$ cat src/rtl/bist_and_pkg.sv
// Shared constants for the AND-gate BIST datapath: SISR geometry, golden signature,
// run length and fault-select encodings.
package bist_and_pkg;

  localparam int unsigned SIG_W     = 4;
  localparam int unsigned TPG_W     = 2;
  localparam int unsigned PAT_CNT_W = 3;
  localparam int unsigned NPAT      = 4;

  localparam logic [SIG_W-1:0] SEED   = 4'hA;
  localparam logic [SIG_W-1:0] GOLDEN = 4'hE;

  // Feedback taps sig[3] and sig[2]
  localparam logic [SIG_W-1:0] SISR_TAPS = 4'b1100;

  localparam logic [1:0] FAULT_NONE    = 2'b00;
  localparam logic [1:0] FAULT_OUT_SA0 = 2'b01;
  localparam logic [1:0] FAULT_OUT_SA1 = 2'b10;
  localparam logic [1:0] FAULT_A_SA0   = 2'b11;

endpackage

$ cat src/rtl/bist_and_datapath_if.sv
// Controller <-> BIST datapath strobes and status.
interface bist_and_if;
  import bist_and_pkg::*;

  logic             init;
  logic             en;
  logic             compare;
  logic             result;
  logic [SIG_W-1:0] sig;
  logic             bist_done;
  logic             bist_pass;

  modport master (
    output init, en, compare,
    input  result, sig, bist_done, bist_pass
  );

  modport slave (
    input  init, en, compare,
    output result, sig, bist_done, bist_pass
  );
endinterface

$ cat src/rtl/bist_sisr.sv
// Serial-input signature register: shifts left, feeding back XOR of tapped bits and din.
module bist_sisr #(
  parameter int unsigned  W    = 4,
  parameter logic [W-1:0] SEED = '0,
  parameter logic [W-1:0] TAPS = '0
) (
  input  logic         clk,
  input  logic         rst,
  input  logic         load_i,
  input  logic         en_i,
  input  logic         din_i,
  output logic [W-1:0] sig_o
);

  logic [W-1:0] sig_q, sig_d;
  logic         fb;

  always_comb begin
    fb    = (^(sig_q & TAPS)) ^ din_i;
    sig_d = sig_q;
    if (load_i) begin
      sig_d = SEED;
    end else if (en_i) begin
      sig_d = {sig_q[W-2:0], fb};
    end
  end

  always_ff @(posedge clk) begin
    if (rst) begin
      sig_q <= SEED;
    end else begin
      sig_q <= sig_d;
    end
  end

  assign sig_o = sig_q;

endmodule

$ cat src/rtl/bist_and_datapath.sv
// AND-gate BIST datapath: TPG, CUT with functional/test mux, SISR and golden compare.
// Optional BIST_FAULT_INJECT_EN adds fault_sel for injecting CUT faults.
module bist_and_datapath
  import bist_and_pkg::*;
(
  input  logic     clk,
  input  logic     rst,
  bist_and_if.slave bus,
  input  logic     func_a,
  input  logic     func_b,
  output logic     and_out
`ifdef BIST_FAULT_INJECT_EN
  ,
  input  logic [1:0] fault_sel
`endif
);

  localparam logic [PAT_CNT_W-1:0] PAT_MAX = '1;

  logic [TPG_W-1:0]     tpg_q, tpg_d;
  logic [PAT_CNT_W-1:0] pat_cnt_q, pat_cnt_d;
  logic                 done_q, done_d;
  logic                 pass_q, pass_d;
  logic                 cut_a, cut_b, cut_y;
  logic [SIG_W-1:0]     sig;
  logic                 result;
  logic                 step;

  // init outranks en, so a simultaneous strobe applies no pattern
  assign step = bus.en & ~bus.init;

  // CUT input mux and the AND gate itself, with optional fault overlay
  always_comb begin
    cut_a = bus.en ? tpg_q[1] : func_a;
    cut_b = bus.en ? tpg_q[0] : func_b;
`ifdef BIST_FAULT_INJECT_EN
    if (fault_sel == FAULT_A_SA0) begin
      cut_a = 1'b0;
    end
    cut_y = cut_a & cut_b;
    if (fault_sel == FAULT_OUT_SA0) begin
      cut_y = 1'b0;
    end else if (fault_sel == FAULT_OUT_SA1) begin
      cut_y = 1'b1;
    end
`else
    cut_y = cut_a & cut_b;
`endif
  end

  assign and_out = cut_y;

  bist_sisr #(
    .W    (SIG_W),
    .SEED (SEED),
    .TAPS (SISR_TAPS)
  ) u_sisr (
    .clk    (clk),
    .rst    (rst),
    .load_i (bus.init),
    .en_i   (step),
    .din_i  (cut_y),
    .sig_o  (sig)
  );

  assign result = (sig == GOLDEN) && (pat_cnt_q == PAT_CNT_W'(NPAT));

  always_comb begin
    tpg_d     = tpg_q;
    pat_cnt_d = pat_cnt_q;
    done_d    = done_q;
    pass_d    = pass_q;
    if (bus.init) begin
      tpg_d     = '0;
      pat_cnt_d = '0;
      done_d    = 1'b0;
      pass_d    = 1'b0;
    end else if (bus.en) begin
      tpg_d = tpg_q + TPG_W'(1);
      // Saturating count makes an over-long run fail the compare
      if (pat_cnt_q != PAT_MAX) begin
        pat_cnt_d = pat_cnt_q + PAT_CNT_W'(1);
      end
    end else if (bus.compare) begin
      done_d = 1'b1;
      pass_d = result;
    end
  end

  always_ff @(posedge clk) begin
    if (rst) begin
      tpg_q     <= '0;
      pat_cnt_q <= '0;
      done_q    <= 1'b0;
      pass_q    <= 1'b0;
    end else begin
      tpg_q     <= tpg_d;
      pat_cnt_q <= pat_cnt_d;
      done_q    <= done_d;
      pass_q    <= pass_d;
    end
  end

  assign bus.result    = result;
  assign bus.sig       = sig;
  assign bus.bist_done = done_q;
  assign bus.bist_pass = pass_q;

endmodule

$ cat src/flat_wrapper.sv
// flat-port wrapper written by rule: the top's interface ports become plain ports
module bist_and_datapath_flat import bist_and_pkg::*;
  (clk, rst, func_a, func_b, and_out, bus_init, bus_en, bus_compare, bus_result, bus_sig, bus_bist_done, bus_bist_pass);
  bist_and_if bus_i ();
  input  logic clk;
  input  logic rst;
  input  logic func_a;
  input  logic func_b;
  output logic and_out;
  input wire logic [$bits(bus_i.init)-1:0] bus_init;
  input wire logic [$bits(bus_i.en)-1:0] bus_en;
  input wire logic [$bits(bus_i.compare)-1:0] bus_compare;
  output wire logic [$bits(bus_i.result)-1:0] bus_result;
  output wire logic [$bits(bus_i.sig)-1:0] bus_sig;
  output wire logic [$bits(bus_i.bist_done)-1:0] bus_bist_done;
  output wire logic [$bits(bus_i.bist_pass)-1:0] bus_bist_pass;
  assign bus_i.init = bus_init;
  assign bus_i.en = bus_en;
  assign bus_i.compare = bus_compare;
  assign bus_result = bus_i.result;
  assign bus_sig = bus_i.sig;
  assign bus_bist_done = bus_i.bist_done;
  assign bus_bist_pass = bus_i.bist_pass;
  bist_and_datapath u_core (.clk(clk), .rst(rst), .bus(bus_i), .func_a(func_a), .func_b(func_b), .and_out(and_out));
endmodule
$ cat config.mk
export PLATFORM = sky130hd
export DESIGN_NAME = bist_and_datapath_flat
export DESIGN_NICKNAME = d
export VERILOG_FILES = /design/src/rtl/bist_and_pkg.sv /design/src/rtl/bist_and_datapath_if.sv /design/src/rtl/bist_sisr.sv /design/src/rtl/bist_and_datapath.sv /design/src/flat_wrapper.sv
export SDC_FILE = /design/constraint.sdc
export NUM_CORES = 1
export LEC_CHECK = 0
export ABC_AREA = 1
export ABC_CLOCK_PERIOD_IN_PS = 1800
export CAP_MARGIN = 40
export CORE_MARGIN = 4
export CORE_UTILIZATION = 29
export DETAILED_ROUTE_END_ITERATION = 6
export HOLD_SLACK_MARGIN = 0.02
export REMOVE_ABC_BUFFERS = 1
export SLEW_MARGIN = 20
export SYNTH_ARGS = -nofsm -noshare
export SYNTH_HDL_FRONTEND = slang
export SYNTH_SLANG_ARGS = --single-unit
export TNS_END_PERCENT = 10
$ cat constraint.sdc
create_clock -name clk -period 1.8 [get_ports clk]
set_clock_uncertainty 0.15 [all_clocks]
set_input_delay 0.18 -clock clk [delete_from_list [all_inputs] [get_ports clk]]
set_output_delay 0.18 -clock clk [all_outputs]
set_load 0.005 [all_outputs]
# == Word level (Yosys, flattened, before mapping) ==
# Cells that the tools add are included.
# totals
output_inout_bits,8
wordCells,22
ff_bits,11
# classes
eq_ne,3
muxes,2
n_addsub,2
n_reduce_logical,5
bitwise_logic,5
# op_table
op,count
$eq A4 B4 Y1 const B,1
$reduce_and A2 Y1,2
$reduce_xor A4 Y1,1
$add A3 B1 Y3 const B,1
$eq A3 B3 Y1 const B,1
$ne A3 B3 Y1 const B,1
$add A2 B1 Y2 const B,1
$and A1 B1 Y1,2
$mux W1,2
$not A1 Y1,2
$reduce_or A2 Y1,1
$logic_and A1 B1 Y1,1
$xor A1 B1 Y1,1

# == Depth between registers and ports, before layout ==
# Gate-level depths: netlist (run 1).
# depth
word_depth,3
mapped_depth,6

# == By module ==
# A second synthesis (run 1) with hierarchy kept.
# unflattened
cells_unflattened,78
area_unflattened_um2,546.8
# modules_own_cells
module,n_inst,area_per_inst_um2,cells_per_inst,seq_area_each_um2
bist_and_datapath,1,352.8,52,140.1
bist_sisr,1,193.9,26,80.1

# == Least setup slack after synthesis (run 1) ==
# OpenSTA, ideal clock, no wires.
# synth_path
path_kind,register to register
start,register u_core.pat_cnt_q[0]
end,register u_core.pat_cnt_q[1]
setup_time_ns,0.116
period_less_slack_ns,1.326
required_time_ns,1.534
arrival_ns,1.060
n_path_buf,0
path_slack_ns,0.474
stages_incl_launch_ff,6
path_cell_list,dfxtp_1 -> ha_1 -> ha_1 -> or2_4 -> o21ai_1 -> a21oi_1
# synth_between
elab_chain_cells,2
word_cells_on_any_way,3
classes_between,add/sub (1); eq/ne (1); reduce/logical (1)
# synth_rtl
item,line_no,source
from (decl),bist_and_datapath.sv:21,"logic [PAT_CNT_W-1:0] pat_cnt_q, pat_cnt_d;"
from (signal assigned),bist_and_datapath.sv:98,pat_cnt_q <= pat_cnt_d;
branches (longest 2 deep; another with $add A3 B1 Y3),--,
# Parallel ways; which one is timed is not known.
# A chain may end at the register's enable or synchronous reset.

# == Final worst setup path (run 1) ==
# layout_path
start,register u_core.tpg_q[1]
end,output and_out
# layout_between
elab_chain_cells,2
# layout_rtl
item,line_no,source
from (decl),bist_and_datapath.sv:20,"logic [TPG_W-1:0] tpg_q, tpg_d;"
from (signal assigned),bist_and_datapath.sv:97,tpg_q <= tpg_d;
$mux W1,bist_and_datapath.sv:34,cut_a = bus.en ? tpg_q[1] : func_a;
$and A1 B1 Y1,bist_and_datapath.sv:47,cut_y = cut_a & cut_b;
to (decl),flat_wrapper.sv:9,output logic and_out;
# No other way between the ends.

==> results of run 1 <==
==> metrics by stage <==
step / setup slack (ps) / power (µW) / area (µm²) / setup TNS, ps / hold slack (ps)
after floorplan: 473.8 / 296.5 / 485.5 / 0 / 154.5
after global placement: -15.56 / 334.8 / 668.1 / -15.56 / 289.3
after detailed placement: -38.04 / 335.7 / 668.1 / -38.04 / 297.6
after CTS: 148.5 / 510.1 / 694.4 / 0 / 265.2
after global routing: 79.49 / 527.1 / 694.4 / 0 / 319.1
final: 163.8 / 500.0 / 694.4 / 0 / 274.2
==> worst max-delay path: cells and delay by family (launching register included) <==
kind	cells	cell delay, ps
flops	1	350
simple gates	2	190
buf+inv	1	490
==> cells in the final DEF (no fill, tap or decap) <==
cell,instances
nand2_1,7
nor3_1,2
nand4_1,1
a21oi_1,6
dfxtp_1,9
o21ai_1,2
clkdlybuf4s50_1,12
inv_1,6
or2_4,1
ha_1,4
nand3_1,5
dlygate4sd2_1,2
o21ai_0,4
clkbuf_1,1
dfxtp_2,2
clkbuf_4,3
o21ai_2,1
nor2_1,9
inv_2,2
buf_4,3
nor2_2,1
==> kinds of logic after synthesis <==
family | count (synthesis) | share of synthesized area
simple gates | 26 | 0.2397
compound gates | 13 | 0.1418
flops | 11 | 0.4536
buf+inv | 8 | 0.06186
fa+ha+maj | 4 | 0.1031
==> power breakdown <==
group | switching (µW) | internal [µW]
Sequential | 7.47 | 254
Clock | 84.6 | 85.7
Combinational | 30.4 | 37.9
==> area by class of cell <==
cell class / instances / area [µm²]
Tap cell: 16 / 20.02
Timing Repair Buffer: 17 / 160.2
Multi-Input combinational cell: 43 / 235.2
Inverter: 8 / 30.03
Sequential cell: 11 / 222.7
Fill cell: 162 / 847.1
Clock buffer: 4 / 26.28
==> path summary, 6_finish.rpt <==
path | from | endpoint | slack (ps)
setup / recovery | u_core.tpg_q[1]$_SDFFE_PP0P_ | and_out | 160
hold / removal | bus_en | u_core.tpg_q[0]$_SDFFE_PP0P_ | 270
setup reg to reg | u_core.pat_cnt_q[0]$_SDFFE_PP0P_ | u_core.pat_cnt_q[1]$_SDFFE_PP0P_ | 410
hold reg to reg | u_core.tpg_q[1]$_SDFFE_PP0P_ | u_core.tpg_q[1]$_SDFFE_PP0P_ | 310
==> registers in the layout, summed over array words and instances (netlist names) <==
register              cells
u_core.bus.bist_done      1
u_core.bus.bist_pass      1
u_core.pat_cnt_q          3
u_core.tpg_q              2
u_core.u_sisr.sig_o       4
==> layer usage <==
metal,vias to the layer above,share of wire,global-route usage
li1,247,-,-
met1,203,0.48,0.1165
met2,12,0.43,0.1283
met3,4,0.055,0.02446
met4,0,0.028,0.08072
met5,-,0,0
==> timing repair <==
action	CTS	global route
setup endpoints to repair	2	0
gates resized for setup	5	0
hold buffers	0	0
==> synth_stat cells <==
master / n / area [µm²]
nor3_1: 2 / 10.01
nand2_1: 7 / 26.28
dfxtp_1: 11 / 220.2
inv_2: 1 / 3.750
inv_1: 7 / 26.28
nand3_1: 5 / 25.02
nor2_1: 9 / 33.78
o21ai_2: 1 / 8.760
nand4_1: 1 / 6.260
o21ai_1: 2 / 10.01
ha_1: 4 / 50.05
o21ai_0: 4 / 20.02
nor2_2: 1 / 6.260
a21oi_1: 6 / 30.03
or2_4: 1 / 8.760
==> reports/results.ini, run 1 <==
[floorplan]
die-area_um2=2393
die_x_um=48.92
core-area_um2=1541
std_cell_rows=14
start_util=0.3149
die_h_um=48.92
ios=15

[timing]
setup_viol=0
finalHoldViolations=0
clock.fmax_ghz=0.6112
worst_slew_pin_slew_ps=379.7
post-route-period-util=0.9090
rsz0062_at_grt=no
relSlewSlack=0.7466
maxSlewViolCount=0
fin_crit_ps=1636

[synthesis]
synth_area_um2=485.5
yosys_register_bits=11
ys.warnings.count=0
synth_cells=62
avgSynthCellArea_um2=7.830
ys_types=15
synth_seq_area_share=0.4536

[layout]
drive_gt1_frac=0.1566
instances_no_fill=99
diodes=0
nNetsFinal=95
area_delta_synth_final_pct=43.04
final_core_util=0.4505

[route]
drt_wl_total_um=1005
detail-route-antenna-nets=0
via_count=466
wl_per_cell_um=10.15
drt_iter0_markers=3
via_per_inst=4.707
dr.pass1.iters=3
route.detailed.drc=0

[worst_setup_path]
worst_path_largest_cell_delay_ps=490
path_class=reg2out
r2r_cells=5
cp_max_fo=3
endpoint_kind=primary output
slowest_stage=clkdlybuf4s50_1
crit_required_ps=1470
cp.arrival_ps=1310
crit_chain=nand3_1 -> nand2_1 -> clkdlybuf4s50_1
worstSetupStartpointType=register

[power_and_ir_drop]
power_leakage_uw=0.0003194
vdd_drop_max_uv=382.8
p_per_area_nw_per_um2=720.1

[clock_tree]
clkTransAtPathRegs_ps=70
cts_num_sinks=11
clock_latency_ps=270
cts_setup_buffers=0
clockRootBuffer=clkbuf_4
ctsLongestPathBuffers=2
h-tree-depth=1
cts_buffers=3
cts_tree=done

[placed_design]
io_buffer_count=14
hpwl_um=765.3
place_inst=95
gp_congestion=0.6564

[global_route]
grt_first_pass_wirelength_um=1738
grt_pass1_vias=418
grt_max_degree=11
grt_overflow=0
grtUsageTotal=0.09291
antenna_found_initial=0

[hold_path]
min_path_cells=3
min_path_type=in2reg

[status]
status=finished clean

[flow_run]
maxCapViolCount=0

Note: power is estimated with default switching activity, not from simulation.
==> inputs of run 2 (changes only) <==
CELL_PAD_IN_SITES_DETAIL_PLACEMENT = 1   (was not set)
CELL_PAD_IN_SITES_GLOBAL_PLACEMENT = 2   (was not set)
CORE_UTILIZATION = 23   (was 29)
PLACE_DENSITY_LB_ADDON = 0.1   (was not set)
==> run 2 against run 1 <==
Flip-flop and latch count unchanged. Die area rose by 22%. Clock power rose by 4%. Register-to-register slack got worse by 340 ps. Largest cell class is now buffers. Cell count grew 25%. Design area up 21%. Fmax shrank 5.4%. Via count up 14%. Combinational power grew 25%. Largest power group unchanged. Global-route usage is 2.5 points higher. Setup slack got worse by 93 ps. Worst hold slack got worse by 88 ps.
==> reports/results.ini, run 2 (synthesis results as in run 1) <==
[status]
status=finished clean

[floorplan]
start_util=0.2449  ; -0.06999
die_h_um=53.94  ; +10%
ios=15  ; unchanged
die-area_um2=2910  ; +22%
die_x_um=53.94  ; +10%
std_cell_rows=16  ; +2
core-area_um2=1982  ; +29%

[worst_setup_path]
crit_required_ps=1860  ; +390 ps
cp.arrival_ps=1790  ; +480 ps
path_class=reg2reg
endpoint_kind=register
cp_max_fo=2  ; -1
worstSetupStartpointType=register

[layout]
largest_reg_flops=4  ; unchanged
nFillCells=245  ; +51%
layout_common_cells=buf_4, clkdlybuf4s50_1, nor2_1
instances_no_fill=124  ; +25%
nNetsFinal=109  ; +15%
diodes=0  ; unchanged
mostFrequentLayoutCell=buf_4
register_area_um2=226.5  ; +1.7%
final_core_util=0.4223  ; -0.02814
multiInputGateArea_um2=251.5  ; +6.9%
drive_gt1_frac=0.3402  ; +0.1836
area_delta_synth_final_pct=72.42

[route]
via_count=532  ; +14%
route.detailed.drc=0  ; unchanged
drt_wl_total_um=1429  ; +42%
wl_per_cell_um=11.52  ; +14%
via_per_inst=4.290  ; -8.9%
detail-route-antenna-nets=0  ; unchanged
dr.pass1.iters=2  ; -1
drt_iter0_markers=1  ; -2

[clock_tree]
h-tree-depth=1  ; unchanged
postCtsHoldBufs=0  ; unchanged
cts_tree=done
clkTransAtPathRegs_ps=80  ; about the same
cts_num_sinks=11  ; unchanged
clock_latency_ps=270  ; about the same
cts_buffers=3  ; unchanged
clockRootBuffer=clkbuf_4
ctsLongestPathBuffers=2  ; unchanged

[power_and_ir_drop]
swShare=0.2563  ; +0.01149
clock_power_share=0.336  ; -0.005
vdd_drop_max_uv=280.8  ; -27%
p_seq_frac=0.500  ; -0.023
switchingPower_uw=134.5  ; +9.8%
p_per_area_nw_per_um2=626.7  ; -13%
power_leakage_uw=0.0003927  ; +23%
combPwrFrac=0.163  ; +0.026
p_int_uw=390.1  ; +3.3%

[placed_design]
io_buffer_count=14  ; unchanged
place_inst=109  ; +15%
gp_congestion=0.6549  ; -0.23%
hpwl_um=1002  ; +31%

[timing]
setup_viol=0  ; unchanged
post-route-period-util=0.9604  ; +0.05146
maxSlewViolCount=0  ; unchanged
finalHoldViolations=0  ; unchanged
fin_crit_ps=1729  ; +92.63 ps
rsz0062_at_grt=no
relSlewSlack=0.8428  ; +0.09614
worst_slew_pin_slew_ps=233.4  ; -146.3 ps
clock.fmax_ghz=0.5784  ; -5.4%

[global_route]
antenna_found_initial=0  ; unchanged
grt_max_degree=11  ; unchanged
grt_pass1_vias=552  ; +32%
grt_first_pass_wirelength_um=2346  ; +35%
grtUsageTotal=0.1180  ; +0.02505
grt_overflow=0  ; unchanged

[flow_run]
maxCapViolCount=0  ; unchanged

[hold_path]
min_path_type=in2reg

run 2: changes by cell type in the layout (fill, tap and decap cells not counted), sizes merged:
cell,delta
dlymetal6s2s,+1
dlygate4sd2,-1
buf,+14
run 2: stage by stage:
stage	power [µW]	TNS, ps	hold slack (ps)	setup WS (ps)	cell area (µm²)
finish	524.6	0	186.5	71.19	837.1
global route	560.0	0	215.1	5.153	837.1
CTS	525.0	-21.64	306.9	-21.64	784.5
detailed placement	343.7	0	295.6	13.67	704.4
global placement	342.7	0	300.5	56.10	704.4
floorplan	296.5	0	154.5	473.8	485.5
run 2: cell type report:
| cell class | count | area share |
|---|---|---|
| sequential | 11 | 0.2706 |
| clock buffer | 4 | 0.03139 |
| inverter | 8 | 0.03587 |
| multi-input combinational | 43 | 0.3004 |
| timing repair buffer | 31 | 0.3214 |
| tap | 27 | 0.04036 |
run 2: final timing paths:
kind | start | to | slack, ps | cells after the start
max | u_core.pat_cnt_q[1]$_SDFFE_PP0P_ | u_core.bus.bist_pass$_SDFFE_PP0P_ | 70 | 10
min | bus_en | u_core.u_sisr.sig_o[2]$_SDFFE_PP0P_ | 190 | 3
min reg2reg | u_core.tpg_q[1]$_SDFFE_PP0P_ | u_core.tpg_q[1]$_SDFFE_PP0P_ | 300 | 1
max reg2reg | u_core.pat_cnt_q[1]$_SDFFE_PP0P_ | u_core.bus.bist_pass$_SDFFE_PP0P_ | 70 | 10
run 2: power groups by stage:
stage	Clock, µW	Sequential, µW	Combinational (µW)
floorplan	0	266	30.7
global route	199	264	96.6
detailed placement	0	267	76.4
CTS	185	262	78.2
global placement	0	267	75.7
finish	176	263	85.6
run 2: critical path: stages (launching register included):
cell     delay (ps)
dfxtp_2         340
inv_2            80
ha_4            130
nand4_1         120
buf_4           160
buf_4           120
buf_4           120
buf_4           120
buf_4           120
buf_4           120
a21oi_2         110
run 2: timing repair:
action,in CTS,in global routing
endpoints found under the setup margin,1,2
resized for setup,4,8
buffers inserted,7,5
pin swaps,1,3
run 2: routing by layer:
| metal | share of wire | up-vias | wire length, µm | GRT usage |
|---|---|---|---|---|
| li1 | - | 278 | - | - |
| met1 | 0.46 | 242 | 653 | 0.1388 |
| met5 | 0 | - | 0 | 0 |
| met4 | 0.013 | 0 | 18 | 0.07660 |
| met3 | 0.036 | 2 | 52 | 0.03324 |
| met2 | 0.49 | 10 | 705 | 0.1855 |
==> inputs of run 3 (changes only) <==
SLEW_MARGIN = not set   (was 20)
==> results of run 3 <==
No change in the layout: final DEF, timing and power equal those of run 2.
